==> src/rtl/uart_msg_transmitter.sv <==
// rtl/uart_msg_transmitter.sv - FIFO-buffered multi-byte UART transmitter, MSB byte first, 8N1
// Define UART_TX_PARITY_EN to insert an even parity bit after data bit 7 of every byte.
module uart_msg_transmitter #(
    parameter int CLKS_PER_BIT = 434,
    parameter int MSG_WIDTH    = 20,
    parameter int FIFO_DEPTH   = 4
) (
    input  logic                 clock,
    input  logic                 reset,
    input  logic                 isNew,
    input  logic [MSG_WIDTH-1:0] message,
    output logic                 serialOut,
    output logic                 ready,
    output logic                 busy,
    output logic                 overflow
);
    localparam int NB = (MSG_WIDTH + 7) / 8;
    localparam int AW = $clog2(FIFO_DEPTH);
    localparam int CW = $clog2(CLKS_PER_BIT);
    localparam int BW = (NB > 1) ? $clog2(NB) : 1;
    localparam logic [CW-1:0] BAUD_LAST = CW'(CLKS_PER_BIT - 1);
    localparam logic [BW-1:0] BYTE_LAST = BW'(NB - 1);

    typedef enum logic [2:0] {
        S_IDLE,
        S_START,
        S_DATA,
`ifdef UART_TX_PARITY_EN
        S_PARITY,
`endif
        S_STOP
    } state_t;

    logic [MSG_WIDTH-1:0] mem [FIFO_DEPTH];
    logic [AW:0]          wr_ptr;
    logic [AW:0]          rd_ptr;
    logic                 full;
    logic                 empty;
    logic                 push;
    logic                 pop;

    state_t               state;
    logic [CW-1:0]        baud_cnt;
    logic [2:0]           bit_idx;
    logic [BW-1:0]        byte_idx;
    logic [MSG_WIDTH-1:0] shift_word;
    logic [NB*8-1:0]      padded;
    logic [7:0]           cur_byte;
    logic                 baud_end;
    logic                 last_byte;
    logic                 line_next;

    // Pointers carry one extra wrap bit so full and empty are distinguishable.
    assign empty = (wr_ptr == rd_ptr);
    assign full  = (wr_ptr[AW] != rd_ptr[AW]) && (wr_ptr[AW-1:0] == rd_ptr[AW-1:0]);
    assign push  = isNew && !full;
    assign ready = !full;
    assign busy  = (state != S_IDLE) || !empty;

    assign baud_end  = (baud_cnt == BAUD_LAST);
    assign last_byte = (byte_idx == BYTE_LAST);
    assign pop = !empty && ((state == S_IDLE) || ((state == S_STOP) && baud_end && last_byte));

    always_ff @(posedge clock) begin
        if (push) begin
            mem[wr_ptr[AW-1:0]] <= message;
        end
    end

    always_ff @(posedge clock or posedge reset) begin
        if (reset) begin
            wr_ptr   <= '0;
            rd_ptr   <= '0;
            overflow <= 1'b0;
        end else begin
            if (push) begin
                wr_ptr <= wr_ptr + (AW+1)'(1);
            end
            if (pop) begin
                rd_ptr <= rd_ptr + (AW+1)'(1);
            end
            if (isNew && full) begin
                overflow <= 1'b1;
            end
        end
    end

    // Zero-extend the word and pick byte_idx counting from the most significant byte.
    always_comb begin
        padded                  = '0;
        padded[MSG_WIDTH-1:0]   = shift_word;
        cur_byte                = 8'h00;
        for (int k = 0; k < NB; k++) begin
            if (BW'(k) == byte_idx) begin
                cur_byte = padded[(NB-1-k)*8 +: 8];
            end
        end
    end

    always_comb begin
        line_next = 1'b1;
        case (state)
            S_START:  line_next = 1'b0;
            S_DATA:   line_next = cur_byte[bit_idx];
`ifdef UART_TX_PARITY_EN
            S_PARITY: line_next = ^cur_byte;
`endif
            default:  line_next = 1'b1;
        endcase
    end

    always_ff @(posedge clock or posedge reset) begin
        if (reset) begin
            state      <= S_IDLE;
            baud_cnt   <= '0;
            bit_idx    <= '0;
            byte_idx   <= '0;
            shift_word <= '0;
            serialOut  <= 1'b1;
        end else begin
            serialOut <= line_next;
            if (state != S_IDLE) begin
                baud_cnt <= baud_end ? '0 : baud_cnt + CW'(1);
            end
            case (state)
                S_IDLE: begin
                    if (pop) begin
                        shift_word <= mem[rd_ptr[AW-1:0]];
                        byte_idx   <= '0;
                        baud_cnt   <= '0;
                        state      <= S_START;
                    end
                end
                S_START: begin
                    if (baud_end) begin
                        bit_idx <= '0;
                        state   <= S_DATA;
                    end
                end
                S_DATA: begin
                    if (baud_end) begin
                        if (bit_idx == 3'd7) begin
`ifdef UART_TX_PARITY_EN
                            state <= S_PARITY;
`else
                            state <= S_STOP;
`endif
                        end else begin
                            bit_idx <= bit_idx + 3'd1;
                        end
                    end
                end
`ifdef UART_TX_PARITY_EN
                S_PARITY: begin
                    if (baud_end) begin
                        state <= S_STOP;
                    end
                end
`endif
                S_STOP: begin
                    if (baud_end) begin
                        if (!last_byte) begin
                            byte_idx <= byte_idx + BW'(1);
                            state    <= S_START;
                        end else if (pop) begin
                            shift_word <= mem[rd_ptr[AW-1:0]];
                            byte_idx   <= '0;
                            state      <= S_START;
                        end else begin
                            state <= S_IDLE;
                        end
                    end
                end
                default: state <= S_IDLE;
            endcase
        end
    end
endmodule

==> config.mk <==
export PLATFORM = sky130hd
export DESIGN_NAME = uart_msg_transmitter
export DESIGN_NICKNAME = d
export VERILOG_FILES = /design/src/rtl/uart_msg_transmitter.sv
export SDC_FILE = /design/constraint.sdc
export NUM_CORES = 1
export LEC_CHECK = 0
export CAP_MARGIN = 10
export CORE_MARGIN = 3
export CORE_UTILIZATION = 53
export DETAILED_ROUTE_END_ITERATION = 7
export HOLD_SLACK_MARGIN = 0.02
export PLACE_DENSITY_LB_ADDON = 0.1
export SLEW_MARGIN = 40
export SYNTH_ARGS = -nofsm -noshare
export SYNTH_HDL_FRONTEND = slang
export SYNTH_SLANG_ARGS = --single-unit
==> constraint.sdc <==
create_clock -name clock -period 5.55 [get_ports clock]
set_clock_uncertainty 0.15 [all_clocks]
set_input_delay 1.11 -clock clock [delete_from_list [all_inputs] [get_ports clock]]
set_output_delay 1.11 -clock clock [all_outputs]
set_load 0.01 [all_outputs]
==> impl_metrics.py, run 1 <==
metrics = {
    "outcome": {
        "status": "finished clean",
    },
    "placed_design": {
        "dp_hpwl_mm": 5.65,
        "dp.cells": 463,
        "gp_congestion": 0.823,
        "io_buffers": 26,
        "place_area_um2": 5770,
    },
    "yosys": {
        "synth_flop_cell": "edfxtp_1",
        "avgSynthCellArea_um2": 17.4,
        "synth_nets": 350,
        "async_reset_ff_share_pct": 35.5,
        "synth-seq-cells": 124,
        "synth_area_leaders": "edfxtp_1 (44%), dfrtp_1 (20%), mux4_1 (8.2%), mux2_4 (5.5%), ha_1 (3.0%)",
        "ys_seq_area_share_pct": 64.1,
        "synth_cell_types": 52,
        "yosysTopAreaCellShare_pct": 44.0,
        "yosysWarningCount": 0,
        "synth_area_leader_cell": "edfxtp_1",
        "synth_edf_count": 80,
        "syn-cell-area_um2": 5470,
        "postSynthCellCount": 314,
    },
    "worst_hold_path": {
        "holdCritStartpoint": "overflow",
        "hold_depth": 1,
        "hold_path.class": "flip-flop to flip-flop",
        "hold_path_end": "overflow",
    },
    "sta": {
        "final-hold-violation-count": 0,
        "max_freq_ghz": 0.267,
        "grt_setup_unrepaired": "false",
        "slew_violations": 0,
        "fin_crit_ns": 3.74,
        "worstMarginPinSlew_ns": 0.571,
        "fin_crit_sh_pct": 67.4,
        "setup_tns_ns": 0,
        "setup_viol_count_final": 0,
        "slew_headroom_pct": 61.8,
    },
    "global_routing": {
        "grt_max_degree": 45,
        "grt_pass1_vias": 2775,
        "grt_util_all_layers_pct": 17.4,
        "antenna_found_initial": 0,
        "grt_pass1_wl_mm": 14.8,
        "overflow": 0,
    },
    "power": {
        "swShare_pct": 23.0,
        "switching_power_mw": 0.569,
        "leakage_nw": 2.39,
        "p_seq_share_pct": 46.9,
        "p_per_area_nw_per_um2": 389,
        "internal_power_mw": 1.91,
        "ir_drop_v": 0.000291,
        "pwr-share-clk_pct": 43.7,
        "comb_power_share_pct": 9.4,
    },
    "clock_tree": {
        "htreeDepth": 4,
        "cts_buffers": 17,
        "cts_hold_buf": 0,
        "postCtsSetupBuffers": 0,
        "cts_buffer_depth": 2,
        "root_buffer": "clkbuf_8",
        "tritoncts": "done",
        "cts_resized": 0,
        "clkLatencyLatePin_ns": 0.51,
        "cts_sinks": 124,
        "clk_pin_slew_ns": 0.06,
    },
    "critical_path": {
        "critical_path.top_delay_family": "buffers and inverters",
        "path_common_cell": "inv_1",
        "cpMaxStageDelayCell": "clkdlybuf4s50_1",
        "critPathKind": "flip-flop to output port",
        "worst-path-buf-inv": 4,
        "r2r-end": "shift_word[9]",
        "critPathRequiredTime_ns": 4.29,
        "crit_chain": "inv_1 -> ha_1 -> inv_1 -> nor2_2 -> inv_1 -> clkdlybuf4s50_1",
        "path_max_fanout": 10,
        "reg2reg_slack_ns": 3.08,
        "endpoint_kind": "output port",
        "cp-start-kind": "flip-flop",
        "crit_arrival_ns": 2.48,
        "r2r_start": "baud_cnt[1]",
        "max_stage_delay_ns": 0.49,
        "ff2ff_path_depth": 7,
    },
    "floorplan": {
        "die_area_um2": 11600,
        "die_x_um": 108,
        "num_rows": 36,
        "core_um2": 9910,
        "start_util_pct": 55.2,
        "ios": 27,
        "fp.dieH_um": 108,
    },
    "finish": {
        "nNetsFinal": 385,
        "fin_area_um2": 6360,
        "stdcell_count": 494,
        "areaGrowthSynthToFinish_pct": 16.3,
        "drive_gt1_share_pct": 21.3,
        "diodes": 0,
    },
    "routing": {
        "vias": 2711,
        "wl_mm": 8.96,
        "avgViaCountPerCell": 5.49,
        "wl_per_cell_um": 18.1,
        "ant_nets": 0,
        "drt-pass1-iter-count": 4,
        "drtIter0Drc": 155,
        "drc_errors": 0,
    },
    "flow_run": {
        "maxCapViolations": 0,
    },
}
worst max path at each step:
| stage | startpoint | end | slack (ns) | cells past startpoint |
|---|---|---|---|---|
| after detailed placement | state[1] | busy | 2.35 | 6 |
| after CTS | state[1] | busy | 1.80 | 6 |
| after floorplan | state[0] | busy | 2.97 | 6 |
| after global routing | state[0] | busy | 1.61 | 6 |
| final | state[1] | busy | 1.81 | 6 |
| after global placement | isNew | mem[3][6] | 2.37 | 2 |
cells in the final DEF, fill, tap and decap left out, types with 8 or more instances in the layout:
cell type	n
mux4_1	17
inv_1	8
nor2_1	10
clkdlybuf4s50_1	26
clkbuf_16	16
mux2_4	20
edfxtp_1	80
o21ai_0	19
nand2_1	11
dfrtp_1	43
ha_1	13
flip-flops by register name (all words and copies together) (netlist names):
signal      count
mem            80
shift_word     20
baud_cnt        9
bit_idx         3
rd_ptr          3
wr_ptr          3
byte_idx        2
state           2
overflow        1
serialOut       1
cell type report:
cell class,count,area (µm²)
inverter,9,33.8
tap,133,166
fill,716,3550
clock inverter,13,166
multi-input combinational,168,1780
clock buffer,18,418
sequential,124,3500
timing repair buffer,29,283
per-stage QoR:
| step | util, % | total power [mW] | setup slack [ns] | hold slack [ns] |
|---|---|---|---|---|
| global placement | 58.2 | 1.41 | 2.37 | 0.324 |
| finish | 64.1 | 2.48 | 1.81 | 0.326 |
| detailed placement | 58.2 | 1.42 | 2.35 | 0.314 |
| CTS | 64.1 | 2.50 | 1.80 | 0.336 |
| global route | 64.1 | 2.59 | 1.61 | 0.348 |
| floorplan | - | 1.32 | 2.97 | 0.310 |
cell families after synthesis:
group	count (synthesis)	synth area share [%]
adders and majority gates	13	2.98
xor gates and xnor gates	9	1.44
buffers and inverters	22	3.32
muxes	49	16.6
DFF	124	64.1
and+or+nand+nor	50	5.54
AOI/OAI and AO/OA	47	5.95
power by group through the flow:
stage,Sequential [mW],Clock [mW],Combinational [mW]
final,1.16,1.08,0.233
after global routing,1.17,1.15,0.264
after CTS,1.16,1.10,0.242
after detailed placement,1.18,0,0.242
after global placement,1.18,0,0.235
after floorplan,1.17,0,0.149
synth_stat cells (4+ instances only):
| cell type | number |
|---|---|
| xnor2_1 | 5 |
| dfrtp_1 | 43 |
| mux4_1 | 17 |
| mux2_2 | 4 |
| inv_1 | 9 |
| nor2_1 | 10 |
| edfxtp_1 | 80 |
| a21oi_1 | 5 |
| nand2_1 | 11 |
| mux2i_1 | 5 |
| nand3_1 | 6 |
| clkbuf_8 | 4 |
| and3_1 | 4 |
| ha_1 | 13 |
| mux2_4 | 20 |
| xor2_1 | 4 |
| o21ai_0 | 19 |
metal layers:
metal | routed length [µm] | track usage [%]
met5 | 0 | 0
met4 | 74 | 5.95
met3 | 288 | 5.04
met2 | 4360 | 26.1
met1 | 4230 | 24.7
(Power assumes the default switching activity.)
==> run 2, diff against run 1 <==
==> constraint.sdc (replaced) <==
create_clock -name clock -period 3.05 [get_ports clock]
set_clock_uncertainty 0.15 [all_clocks]
set_input_delay 0.61 -clock clock [delete_from_list [all_inputs] [get_ports clock]]
set_output_delay 0.61 -clock clock [all_outputs]
set_load 0.01 [all_outputs]
==> run 2 against run 1 <==
Critical path depth shrank 1. Register-to-register slack lost 2.4 ns. Via count grew 2.8%. Hold slack lost 0.058 ns. Combinational power grew 100%. Clock power grew 74%. Clock-buffer cell count is the same. Setup slack lost 1.6 ns. First-iteration DRC count grew 8.4%. Global-route usage grew 0.20 points. Non-clock buffer count grew 5. Critical endpoint unchanged. Largest cell class unchanged. Largest power group unchanged. Highest routed layer unchanged.
==> impl_metrics.py, run 2 (synthesized netlist as in run 1, its figures left out) <==
metrics = {
    "power": {
        "ir_drop_v": 0.000552,
        "leakage_nw": 2.44,
        "p_per_area_nw_per_um2": 695,
    },
    "global_routing": {
        "grt_pass1_wl_mm": 15.2,
        "grt_max_degree": 26,
        "grt_pass1_vias": 2813,
        "overflow": 0,
        "grt_util_all_layers_pct": 17.6,
        "antenna_found_initial": 0,
    },
    "clock_tree": {
        "cts_buffer_depth": 2,
        "clk_pin_slew_ns": 0.06,
        "tritoncts": "done",
        "cts_sinks": 124,
        "root_buffer": "clkbuf_8",
        "cts_hold_buf": 0,
        "cts_buffers": 17,
        "htreeDepth": 4,
        "clkLatencyLatePin_ns": 0.51,
    },
    "floorplan": {
        "num_rows": 36,
        "die_area_um2": 11600,
        "core_um2": 9910,
        "die_x_um": 108,
        "start_util_pct": 55.2,
        "ios": 27,
        "fp.dieH_um": 108,
    },
    "finish": {
        "areaGrowthSynthToFinish_pct": 17.5,
        "final_common_cell": "edfxtp_1",
        "diodes": 0,
        "most-common-layout-cells": "edfxtp_1 (80), dfrtp_1 (43), clkdlybuf4s50_1 (26)",
        "drive_gt1_share_pct": 22.1,
        "fin_util_pct": 64.8,
        "nNetsFinal": 390,
        "largest_register_ffs": 80,
    },
    "flow_run": {
        "maxCapViolations": 0,
    },
    "outcome": {
        "status": "finished clean",
    },
    "placed_design": {
        "io_buffers": 26,
        "gp_congestion": 0.789,
        "dp_hpwl_mm": 5.65,
    },
    "sta": {
        "worstMarginPinSlew_ns": 0.583,
        "hold_ws_ns": 0.269,
        "slew_violations": 0,
        "fin_crit_sh_pct": 93.4,
        "grt_setup_unrepaired": "false",
        "setup_viol_count_final": 0,
        "slew_headroom_pct": 61.0,
        "final-hold-violation-count": 0,
        "max_freq_ghz": 0.351,
        "fin_crit_ns": 2.85,
        "setup_tns_ns": 0,
    },
    "routing": {
        "drtIter0Drc": 168,
        "drc_errors": 0,
        "wl_mm": 9.12,
        "vias": 2787,
        "avgViaCountPerCell": 5.57,
        "ant_nets": 0,
        "drt-pass1-iter-count": 5,
        "wl_per_cell_um": 18.2,
    },
    "critical_path": {
        "endpoint": "busy",
        "critPathKind": "flip-flop to output port",
        "cp-start-kind": "flip-flop",
        "critPathRequiredTime_ns": 2.29,
        "crit_arrival_ns": 2.09,
        "endpoint_kind": "output port",
        "critPathLaunch": "rd_ptr[2]",
        "reg2reg_slack_ns": 0.65,
        "r2r_start": "baud_cnt[1]",
        "ff2ff_path_depth": 7,
        "path_max_fanout": 7,
        "r2r-end": "shift_word[19]",
    },
    "worst_hold_path": {
        "hold_path.class": "input port to async pin",
    },
}
-- run 2: cell count changes in the layout (fill, tap and decap cells not counted), sizes merged --
cell,change
clkinv,+3
bufinv,-1
clkinvlp,-1
buf,+5
-- run 2: what timing repair did --
item                       CTS  global route
setup endpoints to repair    0             1
buffers inserted             0             0
gates resized for setup      0             4
-- run 2: stage by stage --
| stage | cell area [µm²] | std cells | total power [mW] | setup WS, ns |
|---|---|---|---|---|
| 2_1_floorplan | 5470 | 314 | 2.40 | 0.912 |
| 3_3_place_gp | 5830 | 468 | 2.60 | 0.639 |
| 3_5_place_dp | 5830 | 468 | 2.62 | 0.626 |
| 4_1_cts | 6390 | 500 | 4.50 | 0.0696 |
| 5_1_grt | 6420 | 500 | 4.64 | 0.0341 |
| 6_report | 6420 | 500 | 4.46 | 0.200 |
-- run 2: area by class of cell --
class | count | area (µm²)
Clock inverter | 14 | 145
Tap cell | 133 | 166
Clock buffer | 18 | 418
Sequential cell | 124 | 3500
Timing Repair Buffer | 34 | 345
Fill cell | 722 | 3490
Inverter | 9 | 33.8
Multi-Input combinational cell | 168 | 1810
-- run 2: where the power goes --
part / leakage, nW / switching, mW / total, mW / internal [mW]
combinational: 0.899 / 0.266 / 0.467 / 0.201
sequential: 1.27 / 0.0619 / 2.11 / 2.05
clock: 0.271 / 0.722 / 1.88 / 1.16
total: 2.44 / 1.05 / 4.46 / 3.41
-- run 2: worst max-delay path, stage by stage, from the launching register on --
cell,delay [ns]
dfrtp_1,0.40
xor2_1,0.19
nand3b_2,0.31
nor2_2,0.14
inv_1,0.07
clkdlybuf4s50_1,0.48
-- run 2: how the worst min path moves through the flow --
stage	startpoint	end	slack (ns)
global placement	overflow	overflow	0.32
global route	reset	overflow	0.29
floorplan	wr_ptr[2]	wr_ptr[2]	0.31
CTS	reset	baud_cnt[2]	0.29
finish	reset	overflow	0.27
detailed placement	overflow	overflow	0.31
-- run 2: routing by layer --
metal | GRT usage, % | vias up | share of wire [%]
li1 | - | 1319 | -
met1 | 24.1 | 1422 | 48
met2 | 26.6 | 34 | 47
met3 | 6.18 | 12 | 3.4
met4 | 5.77 | 0 | 1.3
met5 | 0 | - | 0
==> patch (flow settings as in run 2) <==
Build with the macro `UART_TX_PARITY_EN` defined.
--- a/src/rtl/uart_msg_transmitter.sv
+++ b/src/rtl/uart_msg_transmitter.sv
@@ -1,5 +1,7 @@
 // rtl/uart_msg_transmitter.sv - FIFO-buffered multi-byte UART transmitter, MSB byte first, 8N1
 // Define UART_TX_PARITY_EN to insert an even parity bit after data bit 7 of every byte.
+`define UART_TX_PARITY_EN
+
 module uart_msg_transmitter #(
     parameter int CLKS_PER_BIT = 434,
     parameter int MSG_WIDTH    = 20,
Formal check against the unedited RTL: no difference found for any inputs over 10 cycles, from zero or initial values and one cycle with reset high; that may be too few to reach the edited logic, so the function may still have changed.
==> patch against run 2 <==
Design area shrank 0.58%. Count of clock-buffer cells in the layout grew 1. Via count is 2.4% higher. Area after synthesis down 2.3%. Synthesized cell count grew 6.4%. Setup slack better by 0.15 ns. Clock power up 5%. Critical path depth fell by 1. Wire length grew 1.5%. Total power increased by 2.4%. Sequential share of layout area rose by 0.71 points. Sequential cell count grew 1. Critical path type unchanged. Largest cell class unchanged. Largest power group unchanged.
==> patch: results (changes against run 2) <==
{
  "n_fill_cell": {"value": 711, "change": "was 722"},
  "synth_compound_area_frac": {"value": 0.0602, "change": "was 0.0595"},
  "whs": {"value": 0.304, "unit": "ns", "change": "was 0.269 ns"},
  "ys_top_cells_by_area": {"value": "sky130_fd_sc_hd__edfxtp_1 45%, sky130_fd_sc_hd__dfrtp_1 21%, sky130_fd_sc_hd__mux4_2 8.4%", "change": "was sky130_fd_sc_hd__edfxtp_1 44%, sky130_fd_sc_hd__dfrtp_1 20%, sky130_fd_sc_hd__mux4_1 8.2%"},
  "outcome": {"value": "finished, final reports clean", "change": "unchanged"},
  "powerDensity": {"value": 716, "unit": "nW/µm²", "change": "was 695 nW/µm²"},
  "net-switching-power": {"value": 1.06, "unit": "mW", "change": "was 1.05 mW"},
  "setup.worst_path.start": {"value": "wr_ptr[1]$_DFFE_PP0P_", "change": "was rd_ptr[2]$_DFFE_PP0N_"},
  "dp_hpwl": {"value": 5890, "unit": "µm", "change": "was 5650 µm"},
  "grt_first_pass_wirelength": {"value": 15400, "unit": "µm", "change": "was 15,200 µm"},
  "largest_incremental_delay_on_the_critical_path": {"value": 0.56, "unit": "ns", "change": "was 0.48 ns"},
  "global_route.usage.total": {"value": 0.184, "change": "was 0.176"},
  "post-route-worst-setup-slack": {"value": 0.355, "unit": "ns", "change": "was 0.200 ns"},
  "crit_fanout": {"value": 6, "change": "was 7"},
  "worstSetupEndpoint": {"value": "ready", "change": "was busy"},
  "drt-initial-drc-count": {"value": 156, "change": "was 168"},
  "worstMarginPinSlew": {"value": 0.549, "unit": "ns", "change": "was 0.583 ns"},
  "dr.pass1.iters": {"value": 4, "change": "was 5"},
  "timing.critical_path.arrival": {"value": 1.94, "unit": "ns", "change": "was 2.09 ns"},
  "synth_cell_type_count": {"value": 49, "change": "was 52"},
  "postSynth.asyncResetShare": {"value": 0.360, "change": "was 0.355"},
  "ir_drop": {"value": 518, "unit": "µV", "change": "was 552 µV"},
  "power_leakage": {"value": 2.34, "unit": "nW", "change": "was 2.44 nW"},
  "post_drt_via_cell_ratio": {"value": 5.50, "change": "was 5.57"},
  "synth_mux_area_frac": {"value": 0.140, "change": "was 0.166"}
}
[patch: cell types whose count changed after synthesis, moves of 6 or more]
cell                       before  now
sky130_fd_sc_hd__clkbuf_1       3    9
sky130_fd_sc_hd__xor2_1         4   12
sky130_fd_sc_hd__nand2b_1       1    7
sky130_fd_sc_hd__mux4_1        17    0
sky130_fd_sc_hd__mux2_4        20    0
sky130_fd_sc_hd__mux2_2         4   17
sky130_fd_sc_hd__mux4_2         3   20
[patch: area by class of cell]
type	instances	area share
Multi-Input combinational cell	184	0.266
Timing Repair Buffer	37	0.0580
Clock inverter	13	0.0261
Tap cell	133	0.0261
Clock buffer	19	0.0661
Inverter	8	0.00470
Sequential cell	125	0.553
[patch: layer usage]
layer	global-route usage	routed length, µm	vias up
li1	-	-	1364
met1	0.227	4100	1425
met2	0.301	4670	51
met3	0.0565	303	14
met4	0.0823	191	0
met5	0	0	-
